$ cat config.mk
export PLATFORM = sky130hd
export DESIGN_NAME = display_scan_scheduler_flat
export DESIGN_NICKNAME = d
export VERILOG_FILES = /design/src/rtl/display_scan_scheduler_if.sv /design/src/rtl/display_scan_scheduler.sv /design/src/flat_wrapper.sv
export SDC_FILE = /design/constraint.sdc
export NUM_CORES = 1
export LEC_CHECK = 0
export BUFFER_PORTS_ARGS = -buffer_cell sky130_fd_sc_hd__buf_2
export CAP_MARGIN = 10
export CORE_ASPECT_RATIO = 2
export CORE_MARGIN = 1.5
export CORE_UTILIZATION = 30
export CTS_CLUSTER_DIAMETER = 40
export DETAILED_ROUTE_END_ITERATION = 7
export HOLD_SLACK_MARGIN = 0.03
export PLACE_DENSITY = 0.54
export SKIP_CTS_REPAIR_TIMING = 1
export SLEW_MARGIN = 20
export SYNTH_ARGS = -nofsm -noshare
export SYNTH_HDL_FRONTEND = slang
export SYNTH_SLANG_ARGS = --single-unit
$ cat constraint.sdc
create_clock -name clk -period 2.65 [get_ports clk]
set_input_delay 0.53 -clock clk [delete_from_list [all_inputs] [get_ports clk]]
set_output_delay 0.53 -clock clk [all_outputs]
set_load 0.005 [all_outputs]
$ cat src/rtl/display_scan_scheduler_if.sv
// Bundle between the display scan scheduler and its environment: tick and page
// sources in, anode/digit/blank/page-select out.
interface display_scan_scheduler_if;
    logic        tick_i;
    logic [15:0] page_a_i;
    logic [15:0] page_b_i;
    logic        page_hold_i;
    logic [3:0]  an_o;
    logic [3:0]  digit_o;
    logic        blank_o;
    logic        page_sel_o;

    modport master (
        output tick_i, page_a_i, page_b_i, page_hold_i,
        input  an_o, digit_o, blank_o, page_sel_o
    );

    modport slave (
        input  tick_i, page_a_i, page_b_i, page_hold_i,
        output an_o, digit_o, blank_o, page_sel_o
    );
endinterface

$ cat src/rtl/display_scan_scheduler.sv
// 4-digit 7-segment scan sequencer: per-digit drive/blank dead-time, leading-zero
// suppression and frame-synchronous rotation between two 16-bit pages.
module display_scan_scheduler #(
    parameter int unsigned DRIVE_TICKS = 4,
    parameter int unsigned BLANK_TICKS = 1,
    parameter int unsigned PAGE_FRAMES = 256,
    parameter bit          LZ_BLANK    = 1'b1
) (
    input  logic                     clk,
    input  logic                     rst_n,
    display_scan_scheduler_if.slave  bus
);
    localparam int unsigned CNT_MAX = (DRIVE_TICKS > BLANK_TICKS) ? DRIVE_TICKS : BLANK_TICKS;
    localparam int unsigned CNT_W   = (CNT_MAX > 1) ? $clog2(CNT_MAX) : 1;
    localparam int unsigned FRM_W   = (PAGE_FRAMES > 1) ? $clog2(PAGE_FRAMES) : 1;

    localparam logic [CNT_W-1:0] DRIVE_LAST = CNT_W'(DRIVE_TICKS - 1);
    localparam logic [CNT_W-1:0] BLANK_LAST = CNT_W'(BLANK_TICKS - 1);
    localparam logic [FRM_W-1:0] FRM_LAST   = FRM_W'(PAGE_FRAMES - 1);

    typedef enum logic {
        ST_DRIVE = 1'b0,
        ST_BLANK = 1'b1
    } state_e;

    state_e           state_q, state_d;
    logic [1:0]       idx_q, idx_d;
    logic [CNT_W-1:0] cnt_q, cnt_d;
    logic [FRM_W-1:0] frame_q, frame_d;
    logic             page_sel_q, page_sel_d;
    logic [15:0]      snap_q, snap_d;
    logic [3:0]       an_q, an_d;
    logic [3:0]       digit_q, digit_d;
    logic             blank_q, blank_d;
    logic             suppress_c;

    // State register; outputs are registered alongside the state they decode from.
    always_ff @(posedge clk or negedge rst_n) begin
        if (!rst_n) begin
            state_q    <= ST_BLANK;
            idx_q      <= 2'd3;
            cnt_q      <= BLANK_LAST;
            frame_q    <= '0;
            page_sel_q <= 1'b0;
            snap_q     <= 16'h0000;
            an_q       <= 4'b1111;
            digit_q    <= 4'h0;
            blank_q    <= 1'b1;
        end else begin
            state_q    <= state_d;
            idx_q      <= idx_d;
            cnt_q      <= cnt_d;
            frame_q    <= frame_d;
            page_sel_q <= page_sel_d;
            snap_q     <= snap_d;
            an_q       <= an_d;
            digit_q    <= digit_d;
            blank_q    <= blank_d;
        end
    end

    // Next-state and next-output logic; outputs decode from the next state so
    // they change on the same tick as the scan position.
    always_comb begin
        state_d    = state_q;
        idx_d      = idx_q;
        cnt_d      = cnt_q;
        frame_d    = frame_q;
        page_sel_d = page_sel_q;
        snap_d     = snap_q;
        an_d       = 4'b1111;
        digit_d    = 4'h0;
        blank_d    = 1'b1;
        suppress_c = 1'b0;

        if (bus.tick_i) begin
            unique case (state_q)
                ST_DRIVE: begin
                    if (cnt_q == DRIVE_LAST) begin
                        state_d = ST_BLANK;
                        cnt_d   = '0;
                    end else begin
                        cnt_d = cnt_q + CNT_W'(1);
                    end
                end
                ST_BLANK: begin
                    if (cnt_q == BLANK_LAST) begin
                        state_d = ST_DRIVE;
                        cnt_d   = '0;
                        idx_d   = idx_q + 2'd1;
                        // Wrapping to digit 0 is the frame start: rotate pages and snapshot.
                        if (idx_q == 2'd3) begin
                            if (frame_q == FRM_LAST) begin
                                frame_d = '0;
                                if (!bus.page_hold_i) begin
                                    page_sel_d = ~page_sel_q;
                                end
                            end else begin
                                frame_d = frame_q + FRM_W'(1);
                            end
                            snap_d = page_sel_d ? bus.page_b_i : bus.page_a_i;
                        end
                    end else begin
                        cnt_d = cnt_q + CNT_W'(1);
                    end
                end
                default: begin
                    state_d = ST_BLANK;
                end
            endcase
        end

        // A digit is a leading zero when it and every nibble above it are zero.
        suppress_c = LZ_BLANK && (idx_d != 2'd0) && ((snap_d >> {idx_d, 2'b00}) == 16'h0000);

        if ((state_d == ST_DRIVE) && !suppress_c) begin
            an_d    = ~(4'b0001 << idx_d);
            digit_d = snap_d[{idx_d, 2'b00} +: 4];
            blank_d = 1'b0;
        end
    end

    assign bus.an_o       = an_q;
    assign bus.digit_o    = digit_q;
    assign bus.blank_o    = blank_q;
    assign bus.page_sel_o = page_sel_q;
endmodule

$ cat src/flat_wrapper.sv
// flat-port wrapper written by rule: the top's interface ports become plain ports
module display_scan_scheduler_flat 
#(
    parameter int unsigned DRIVE_TICKS = 4,
    parameter int unsigned BLANK_TICKS = 1,
    parameter int unsigned PAGE_FRAMES = 256,
    parameter bit          LZ_BLANK    = 1'b1
)
  (clk, rst_n, bus_tick_i, bus_page_a_i, bus_page_b_i, bus_page_hold_i, bus_an_o, bus_digit_o, bus_blank_o, bus_page_sel_o);
  display_scan_scheduler_if bus_i ();
  input  logic clk;
  input  logic rst_n;
  input wire logic [$bits(bus_i.tick_i)-1:0] bus_tick_i;
  input wire logic [$bits(bus_i.page_a_i)-1:0] bus_page_a_i;
  input wire logic [$bits(bus_i.page_b_i)-1:0] bus_page_b_i;
  input wire logic [$bits(bus_i.page_hold_i)-1:0] bus_page_hold_i;
  output wire logic [$bits(bus_i.an_o)-1:0] bus_an_o;
  output wire logic [$bits(bus_i.digit_o)-1:0] bus_digit_o;
  output wire logic [$bits(bus_i.blank_o)-1:0] bus_blank_o;
  output wire logic [$bits(bus_i.page_sel_o)-1:0] bus_page_sel_o;
  assign bus_i.tick_i = bus_tick_i;
  assign bus_i.page_a_i = bus_page_a_i;
  assign bus_i.page_b_i = bus_page_b_i;
  assign bus_i.page_hold_i = bus_page_hold_i;
  assign bus_an_o = bus_i.an_o;
  assign bus_digit_o = bus_i.digit_o;
  assign bus_blank_o = bus_i.blank_o;
  assign bus_page_sel_o = bus_i.page_sel_o;
  display_scan_scheduler #(.DRIVE_TICKS(DRIVE_TICKS), .BLANK_TICKS(BLANK_TICKS), .PAGE_FRAMES(PAGE_FRAMES), .LZ_BLANK(LZ_BLANK)) u_core (.clk(clk), .rst_n(rst_n), .bus(bus_i));
endmodule
==> impl_metrics.json, run 1 <==
{
  "worstHoldPathType": "input pin to asynchronous set/reset pin",
  "die_area_um2": 8357,
  "fin_nets": 347,
  "clkLatencyLatePin_ns": 0.29,
  "ioPinCount": 46,
  "clkPwrFrac": 0.246,
  "antenna_cells": 0,
  "worstPathMaxFanout": 9,
  "synth_edf_count": 0,
  "switching_share": 0.3596,
  "overflow": 0,
  "pwr-share-seq": 0.318,
  "drive_gt1_frac": 0.3844,
  "start_kind": "flop",
  "syn_avg_cell_area_um2": 9.774,
  "hold_ws_ns": 0.3804,
  "dp_hpwl_um": 4977,
  "synth_seq_cells": 39,
  "fin_tns_setup_ns": -0.03976,
  "fin_ws_ns": -0.03976,
  "crit_path_end_kind": "flop",
  "drc": 0,
  "antenna_found_initial": 0,
  "grt_use_total": 0.1683,
  "vias": 2089,
  "slew_headroom": 0.3902,
  "synth_top_flop_cell": "dfrtp_1",
  "synth_mux_area_frac": 0.09320,
  "syn-cell-area_um2": 2336,
  "grt_pass1_vias": 2234,
  "fp.dieW_um": 65.40,
  "area_growth_pct": 33.32,
  "start_util": 0.3096,
  "leakagePower_nw": 1.444,
  "rsz0062_at_grt": "yes",
  "core_um2": 7545,
  "p_comb_frac": 0.436,
  "synthSimpleGateAreaFrac": 0.1987,
  "period_minus_slack_ns": 2.690,
  "synth_top_family_by_area": "compound AO/OA/AOI/OAI gates",
  "hold_violations": 0,
  "p_switching_mw": 1.042,
  "postRouteAntennaNets": 0,
  "cts_root_buf": "clkbuf_16",
  "powerDensity_nw_per_um2": 930.4,
  "wl_um": 6565,
  "max-clock-path-buffers": 2,
  "cts_made_buffers": 5,
  "clock_skew_ns": 0.005312,
  "num_rows": 45,
  "max_freq_ghz": 0.3718,
  "htreeDepth": 2,
  "portBuffers": 45,
  "synth_top_area_share": 0.3321,
  "cts_num_sinks": 39,
  "wire_per_inst_um": 16.37,
  "synth-adder-area-share": 0.02678,
  "finalMaxSlewViolations": 0,
  "synth.distinct_cells": 56,
  "cp.required_ns": 2.86,
  "cts_tree": "yes",
  "finalCritPeriodShare": 1.015,
  "synth_xor_area_frac": 0.01875,
  "path_class": "flop to flop",
  "fin_util": 0.4128,
  "drt_iter0_drc": 57,
  "place.gp.congestion": 0.8548,
  "tightest_slew_ns": 0.9148,
  "syn_nets": 280,
  "status": "finished with violations",
  "grt_max_degree": 43,
  "first_pass_iters": 4,
  "cts.clk_slew.worst_paths_ns": 0.06,
  "synth_async_sr_flop_share": 1.000,
  "peakVddDrop_v": 0.0004741,
  "synth_compound_area_frac": 0.2062,
  "postSynthCellCount": 239,
  "power_mw": 2.897,
  "synth_warnings": 0,
  "synthTopCellsByCount": "31 x dfrtp_1, 29 x nand2_1, 23 x o21ai_0, 15 x mux2i_1, 12 x nand3_1",
  "violations": "setup timing",
  "yosysTopAreaCell": "dfrtp_1",
  "synthTopCellsByArea": "dfrtp_1 33%, dfstp_2 9.0%, mux2i_1 6.4%",
  "viasPerCell": 5.209,
  "max-cap-violations": 0,
  "fp.dieH_um": 127.8,
  "setup_viol": 1,
  "yosysMostFrequentCell": "dfrtp_1",
  "internal_power_mw": 1.856,
  "seq_area_frac_synth": 0.4221,
  "cp.arrival_ns": 2.90,
  "grt_first_pass_wirelength_um": 10670
}
## layer usage
metal  wire (um)  global-route usage
met1        2402              0.1717
met3         206             0.02985
met5           0                   0
met4         237             0.07966
met2        3718              0.3181
## state kept, by name, summed over array words and instances (netlist names)
name and count:
u_core.snap_q 16, u_core.frame_q 8, u_core.bus.an_o 4, u_core.bus.digit_o 4, u_core.cnt_q 2, u_core.idx_q 2, u_core.bus.blank_o 1, u_core.bus.page_sel_o 1
u_core.state_q 1
## cell families (layout without fill, tap and decap cells)
group	after synthesis	after routing
muxes	19	19
xor gates and xnor gates	5	5
buffers and inverters	18	86
and+or+nand+nor	86	86
adders and majority gates	5	5
DFF	39	39
AOI/OAI and AO/OA	67	67
## area by class of cell
class	instances	area (um^2)
clock buffers	6	138.9
clock inverters	2	35.03
fillers	798	4431
inverters	5	18.77
multi-input cells	182	1369
flip-flops and latches	39	987.2
well taps	94	117.6
repair buffers	73	447.9
## cells in the final DEF, fill, tap and decap left out, types with 3 or more instances in the layout
cell type / n
nand2_1: 29
a21o_1: 3
dfrtp_1: 30
mux2i_1: 15
buf_4: 27
nand3_1: 11
inv_1: 4
a21oi_1: 8
xnor2_1: 3
o31ai_2: 3
ha_1: 4
o21ai_1: 6
dfstp_2: 8
clkbuf_16: 5
or3_1: 3
buf_2: 45
o21ai_0: 20
and2_1: 5
nor2_1: 10
nor3_1: 9
o31ai_1: 3
a31oi_1: 5
## power by group through the flow
stage	clock, mW	combinational [mW]	sequential (mW)
after floorplan	0	0.753	0.905
after global placement	0	1.16	0.926
after detailed placement	0	1.16	0.931
after CTS	0.732	1.16	0.920
after global routing	0.747	1.39	0.945
final	0.714	1.26	0.921
## path summary, 6_finish.rpt
| path | endpoint | startpoint | slack, ns | cells past startpoint |
|---|---|---|---|---|
| max | u_core.bus.blank_o | u_core.frame_q[1] | -0.04 | 8 |
| min | u_core.bus.digit_o[2] | rst_n | 0.38 | 1 |
| max reg2reg | u_core.bus.blank_o | u_core.frame_q[1] | -0.04 | 8 |
| min reg2reg | u_core.snap_q[0] | u_core.snap_q[0] | 0.50 | 2 |
| max in group asynchronous | u_core.frame_q[5] | rst_n | 1.63 | 1 |
| min in group clk | u_core.snap_q[0] | u_core.snap_q[0] | 0.50 | 2 |
## worst max-delay path, cell delays in order, from the launching register on
cell and delay [ns]:
dfrtp_1 0.40, ha_4 0.17, nand3_4 0.09, or4_4 0.55, a211oi_4 0.34, o31ai_2 0.12
or4_4 0.54, and2_4 0.16, o31ai_4 0.22
## per-stage QoR
stage / setup WS [ns] / cells / area [um^2]
final: -0.03976 / 401 / 3114
after global routing: -0.1179 / 401 / 3114
after CTS: -0.01647 / 398 / 2992
after detailed placement: -0.05289 / 390 / 2818
after global placement: -0.02209 / 390 / 2818
after floorplan: 0.1593 / 239 / 2336
Note: power is estimated with default switching activity, not from simulation.
==> run 2: changes to the inputs <==
- CTS_BUF_LIST: unset -> sky130_fd_sc_hd__clkbuf_2
- CTS_CLUSTER_DIAMETER: 40 -> unset
- SETUP_SLACK_MARGIN: unset -> 0.15
==> run 2 against run 1 <==
Fmax rose by 2.3%; global-route usage shrank 0.27 points; clock skew grew 0.013 ns; die area unchanged; cell count grew 1.5%; final area is 2.0% higher; worst hold slack lost 0.18 ns; utilization up 0.85 points; critical path depth is the same; register-to-register slack gained 0.06 ns; clock power shrank 48%; largest power group unchanged; the flow now finishes without violations; total power is 8.7% lower.
==> impl_metrics.json, run 2 (synthesized netlist as in run 1, its figures left out) <==
{
  "status": "finished, final reports clean",
  "drt_iter0_drc": 66,
  "ioPinCount": 46,
  "rsz0062_at_grt": "yes",
  "cts_made_buffers": 5,
  "crit_path_end_kind": "flop",
  "fin_tns_setup_ns": 0,
  "setup_viol": 0,
  "hold_violations": 0,
  "place.gp.congestion": 0.8548,
  "max-clock-path-buffers": 2,
  "postRouteAntennaNets": 0,
  "fp.dieW_um": 65.40,
  "dp_hpwl_um": 4977,
  "vias": 2163,
  "grt_first_pass_wirelength_um": 10570,
  "period_minus_slack_ns": 2.628,
  "worstPathMaxFanout": 5,
  "regMostFlops": "u_core.snap_q",
  "path_class": "flop to flop",
  "drive_gt1_frac": 0.4281,
  "regArea_um2": 987.2,
  "powerDensity_nw_per_um2": 832.0,
  "top_regs": "u_core.snap_q: 16 flops, u_core.frame_q: 8 flops",
  "tightest_slew_ns": 0.9246,
  "instances_no_fill": 407,
  "cp.required_ns": 3.02,
  "max-cap-violations": 0,
  "grt_pass1_vias": 2245,
  "clock_skew_ns": 0.01861,
  "start_util": 0.3096,
  "fp.dieH_um": 127.8,
  "viasPerCell": 5.314,
  "fin_nets": 353,
  "num_rows": 45,
  "area_growth_pct": 36.05,
  "grt_use_total": 0.1656,
  "cts_num_sinks": 39,
  "core_um2": 7545,
  "cts.clk_slew.worst_paths_ns": 0.22,
  "die_area_um2": 8357,
  "wl_um": 6810,
  "cp.arrival_ns": 3.00,
  "final_cell_mix": "45 x buf_2, 30 x dfrtp_1, 29 x nand2_1",
  "htreeDepth": 2,
  "overflow": 0,
  "start_kind": "flop",
  "path_cells": "ha_4 -> nand3_4 -> or4_4 -> a211oi_4 -> o31ai_2 -> or4_4 -> and2_4 -> o31ai_4",
  "grt_max_degree": 43,
  "wire_per_inst_um": 16.73,
  "leakagePower_nw": 1.428,
  "max_freq_ghz": 0.3805,
  "final_common_cell": "buf_2",
  "peakVddDrop_v": 0.0003102,
  "finalMaxSlewViolations": 0,
  "finalCritPeriodShare": 0.9919,
  "first_pass_iters": 4,
  "placed_cells": 390,
  "antenna_found_initial": 0,
  "drc": 0,
  "n_fill_cell": 794,
  "multiInputGateArea_um2": 1485,
  "antenna_cells": 0,
  "cts_root_buf": "clkbuf_2",
  "portBuffers": 45,
  "worstHoldPathType": "input pin to asynchronous set/reset pin",
  "clkLatencyLatePin_ns": 0.42,
  "slowest_stage": "or4_4",
  "largest_register_ffs": 16,
  "cpMostUsedCell": "or4_4",
  "cts_tree": "yes",
  "critPathMaxStageDelay_ns": 0.54,
  "slew_headroom": 0.3836
}
-- run 2: cell types whose count changed in the layout (fill, tap and decap cells not counted), moves of 2 or more --
cell / before / now
a21oi_1: 8 / 5
a21oi_2: 0 / 3
buf_6: 0 / 4
clkbuf_16: 5 / 0
clkbuf_2: 0 / 5
mux2i_1: 15 / 12
mux2i_2: 0 / 2
o21ai_0: 20 / 16
o21ai_1: 6 / 8
o311ai_2: 2 / 0
o311ai_4: 0 / 2
-- run 2: layout make-up --
cell class                 count  area share
sequential                    39      0.3106
multi-input combinational    184      0.4673
tap                           94     0.03701
clock buffer                   5    0.007874
inverter                       5    0.005906
timing repair buffer          77      0.1591
clock inverter                 3     0.01220
-- run 2: metrics by stage --
stage               instance area [um^2]  hold slack (ns)  utilization  power [mW]  worst slack (ns)
floorplan                           2336           0.2344            -       1.659            0.1593
global placement                    2818           0.4831       0.3735       2.083          -0.02209
detailed placement                  2818           0.4893       0.3735       2.087          -0.05289
CTS                                 2882           0.2177       0.3819       2.461          -0.05741
global route                        3178           0.2726       0.4212       2.821          -0.06706
finish                              3178           0.2002       0.4212       2.644           0.02155
-- run 2: path summary, 6_finish.rpt --
check                                   from            endpoint  slack [ns]  cells past startpoint
max                        u_core.frame_q[1]  u_core.bus.blank_o        0.02                      8
min reg2reg                u_core.snap_q[11]   u_core.snap_q[11]        0.52                      2
min                                    rst_n    u_core.snap_q[6]        0.20                      1
min in group clk                  bus_tick_i     u_core.cnt_q[0]        0.36                      2
max reg2reg                u_core.frame_q[1]  u_core.bus.blank_o        0.02                      8
max in group asynchronous              rst_n   u_core.frame_q[5]        1.80                      1
-- run 2: power breakdown --
group	total [mW]	leakage [nW]	switching [mW]	internal, mW
sequential	0.921	0.494	0.109	0.812
combinational	1.35	0.893	0.736	0.618
clock	0.369	0.0404	0.214	0.155
-- run 2: layer usage --
| metal | GRT usage | wire length (um) | vias up |
|---|---|---|---|
| met4 | 0.09069 | 346 | 0 |
| met3 | 0.02985 | 251 | 24 |
| met1 | 0.1695 | 2427 | 1041 |
| li1 | - | - | 1041 |
| met2 | 0.3061 | 3784 | 57 |
| met5 | 0 | 0 | - |
-- run 2: critical path, delay by kind of cell (launching register included) --
family | cells | cell delay (ns)
and+or+nand+nor | 4 | 1.32
AOI/OAI and AO/OA | 3 | 0.64
adders and majority gates | 1 | 0.18
DFF | 1 | 0.45
==> run 3: changes to the inputs <==
- ABC_AREA: unset -> 1
==> run 3 against run 2 <==
Cell count is 7.6% higher; clock skew fell by 0.00086 ns; critical path depth increased by 7; non-clock buffer count fell by 17; area after synthesis decreased by 0.91%; count of clock-buffer cells in the layout unchanged; fmax rose by 16%; total power grew 0.67%; routed wire length shrank 21%; combinational power up 6%; sequential power is 4.3% higher; largest cell class unchanged; highest routed layer unchanged.
==> impl_metrics.json, run 3 <==
{
  "status": "finished, final reports clean",
  "viasPerCell": 4.546,
  "final_common_cell": "nand2_1",
  "cts_num_sinks": 39,
  "worstRegToRegCells": 15,
  "synth_top_family_by_area": "simple AND/OR/NAND/NOR gates",
  "drive_gt1_frac": 0.3721,
  "slew_headroom": 0.4092,
  "grt_first_pass_wirelength_um": 9087,
  "period_minus_slack_ns": 2.274,
  "core_um2": 7545,
  "synth_xor_area_frac": 0.01514,
  "start_kind": "flop",
  "instances_no_fill": 438,
  "wl_um": 5368,
  "fin_util": 0.3723,
  "num_rows": 45,
  "cts_made_buffers": 5,
  "synth_top_area_share": 0.3351,
  "dp_hpwl_um": 4157,
  "overflow": 0,
  "powerDensity_nw_per_um2": 947.6,
  "yosysMostFrequentCell": "nand2_1",
  "vias": 1991,
  "ioPinCount": 46,
  "synth_edf_count": 0,
  "synth-adder-area-share": 0.02703,
  "multiInputGateArea_um2": 1166,
  "finalCritPeriodShare": 0.8580,
  "finalMaxSlewViolations": 0,
  "r2r-start": "u_core.frame_q[0]",
  "max-clock-path-buffers": 2,
  "synthSimpleGateAreaFrac": 0.4076,
  "max-cap-violations": 0,
  "regArea_um2": 985.9,
  "hold_violations": 0,
  "setup_viol": 0,
  "first_pass_iters": 4,
  "grt_pass1_vias": 1959,
  "drt_iter0_drc": 94,
  "grt_max_degree": 40,
  "rsz0062_at_grt": "no",
  "synth_top_flop_cell": "dfrtp_1",
  "synthTopCellsByCount": "60 x nand2_1, 45 x nand3_1, 36 x inv_1, 31 x dfrtp_1, 14 x nor2_1",
  "path_class": "flop to flop",
  "fin_tns_setup_ns": 0,
  "synth_compound_area_frac": 0.03838,
  "crit_path_end_kind": "flop",
  "htreeDepth": 2,
  "switching_share": 0.4272,
  "drc": 0,
  "cp.arrival_ns": 2.64,
  "top_regs": "u_core.snap_q: 16 flops, u_core.frame_q: 8 flops",
  "worstHoldPathType": "input pin to asynchronous set/reset pin",
  "internal_power_mw": 1.525,
  "cts.clk_slew.worst_paths_ns": 0.21,
  "portBuffers": 45,
  "reg2reg_to": "u_core.bus.digit_o[0]",
  "regMostFlops": "u_core.snap_q",
  "largest_register_ffs": 16,
  "syn_nets": 324,
  "start_util": 0.3068,
  "synth_seq_cells": 39,
  "postSynthCellCount": 283,
  "clock_skew_ns": 0.01775,
  "p_switching_mw": 1.137,
  "fp.dieW_um": 65.11,
  "antenna_cells": 0,
  "reg2reg_slack_ns": 0.38,
  "area_growth_pct": 21.35,
  "placed_cells": 421,
  "synth.distinct_cells": 34,
  "postRouteAntennaNets": 0,
  "yosysTopAreaCell": "dfrtp_1",
  "leakagePower_nw": 1.481,
  "grt_use_total": 0.1428,
  "cts_tree": "yes",
  "seq_area_frac_synth": 0.4259,
  "synth_mux_area_frac": 0,
  "p_comb_frac": 0.539,
  "peakVddDrop_v": 0.0004190,
  "max_freq_ghz": 0.4398,
  "tightest_slew_ns": 0.8861,
  "final_cell_mix": "58 x nand2_1, 45 x buf_2, 44 x nand3_1",
  "place.gp.congestion": 0.7685,
  "pwr-share-seq": 0.361,
  "n_fill_cell": 845,
  "synth_warnings": 0,
  "power_mw": 2.662,
  "syn_avg_cell_area_um2": 8.179,
  "clkLatencyLatePin_ns": 0.42,
  "die_area_um2": 8283,
  "cp.required_ns": 3.01,
  "fin_nets": 384,
  "antenna_found_initial": 0,
  "syn-cell-area_um2": 2315,
  "synth_async_sr_flop_share": 1.000,
  "fp.dieH_um": 127.2,
  "cts_root_buf": "clkbuf_2",
  "clkPwrFrac": 0.100,
  "synthTopCellsByArea": "dfrtp_1 34%, nand2_1 9.7%, nand3_1 9.7%",
  "worstPathMaxFanout": 11,
  "wire_per_inst_um": 12.26
}
run 3: worst max path at each step:
stage	from	to	slack, ns	depth (start not counted)
after floorplan	u_core.cnt_q[0]	u_core.bus.digit_o[0]	0.67	16
after global placement	u_core.cnt_q[0]	u_core.bus.digit_o[3]	0.27	16
after detailed placement	u_core.cnt_q[0]	u_core.bus.digit_o[0]	0.20	16
after CTS	u_core.cnt_q[0]	u_core.bus.digit_o[0]	0.15	16
after global routing	u_core.cnt_q[0]	u_core.bus.digit_o[1]	0.15	17
final	u_core.frame_q[0]	u_core.bus.digit_o[0]	0.38	15
run 3: per-stage QoR:
step	hold slack, ns	area, um^2	worst slack (ns)
2_1_floorplan	0.2344	2315	0.6749
3_3_place_gp	0.5166	2646	0.2669
3_5_place_dp	0.5323	2646	0.2005
4_1_cts	0.2085	2686	0.1460
5_1_grt	0.2308	2809	0.1458
6_report	0.1963	2809	0.3762
run 3: logic make-up (layout without fill, tap and decap cells):
kind of cell	count (synthesis)	count (layout)
AOI/OAI and AO/OA	15	15
xor gates and xnor gates	4	4
adders and majority gates	5	5
buffers and inverters	45	106
DFF	39	39
and+or+nand+nor	175	175
run 3: layout make-up:
| cell class | instances | area share |
|---|---|---|
| sequential | 39 | 0.3510 |
| inverter | 38 | 0.05167 |
| clock buffer | 5 | 0.008909 |
| multi-input combinational | 199 | 0.4151 |
| timing repair buffer | 60 | 0.1261 |
| tap | 94 | 0.04187 |
| clock inverter | 3 | 0.005345 |
run 3: power groups by stage:
stage                     Combinational [mW]  Sequential (mW)  Clock [mW]
final                                   1.43            0.961       0.266
after global routing                    1.66            0.991       0.300
after CTS                               1.38            0.967       0.281
after detailed placement                1.38            0.984           0
after global placement                  1.37            0.972           0
after floorplan                         1.01            0.965           0
run 3: per-layer routing:
layer | part of all wire | vias up | GRT usage
li1 | - | 1013 | -
met1 | 0.35 | 941 | 0.1449
met2 | 0.59 | 30 | 0.2777
met3 | 0.027 | 7 | 0.02201
met4 | 0.025 | 0 | 0.06005
met5 | 0 | - | 0
run 3: worst max-delay path, cell delays in order (launching register included):
cell	delay, ns
dfrtp_1	0.41
ha_1	0.17
nand2_1	0.10
nor2_4	0.21
nand3_1	0.20
nand2_4	0.20
nand2_1	0.08
nand3_1	0.12
nand2_1	0.08
nand2_1	0.06
nor2_1	0.04
nor2_1	0.19
nor2_2	0.06
nand2_2	0.12
nand2_4	0.09
nor2_2	0.08
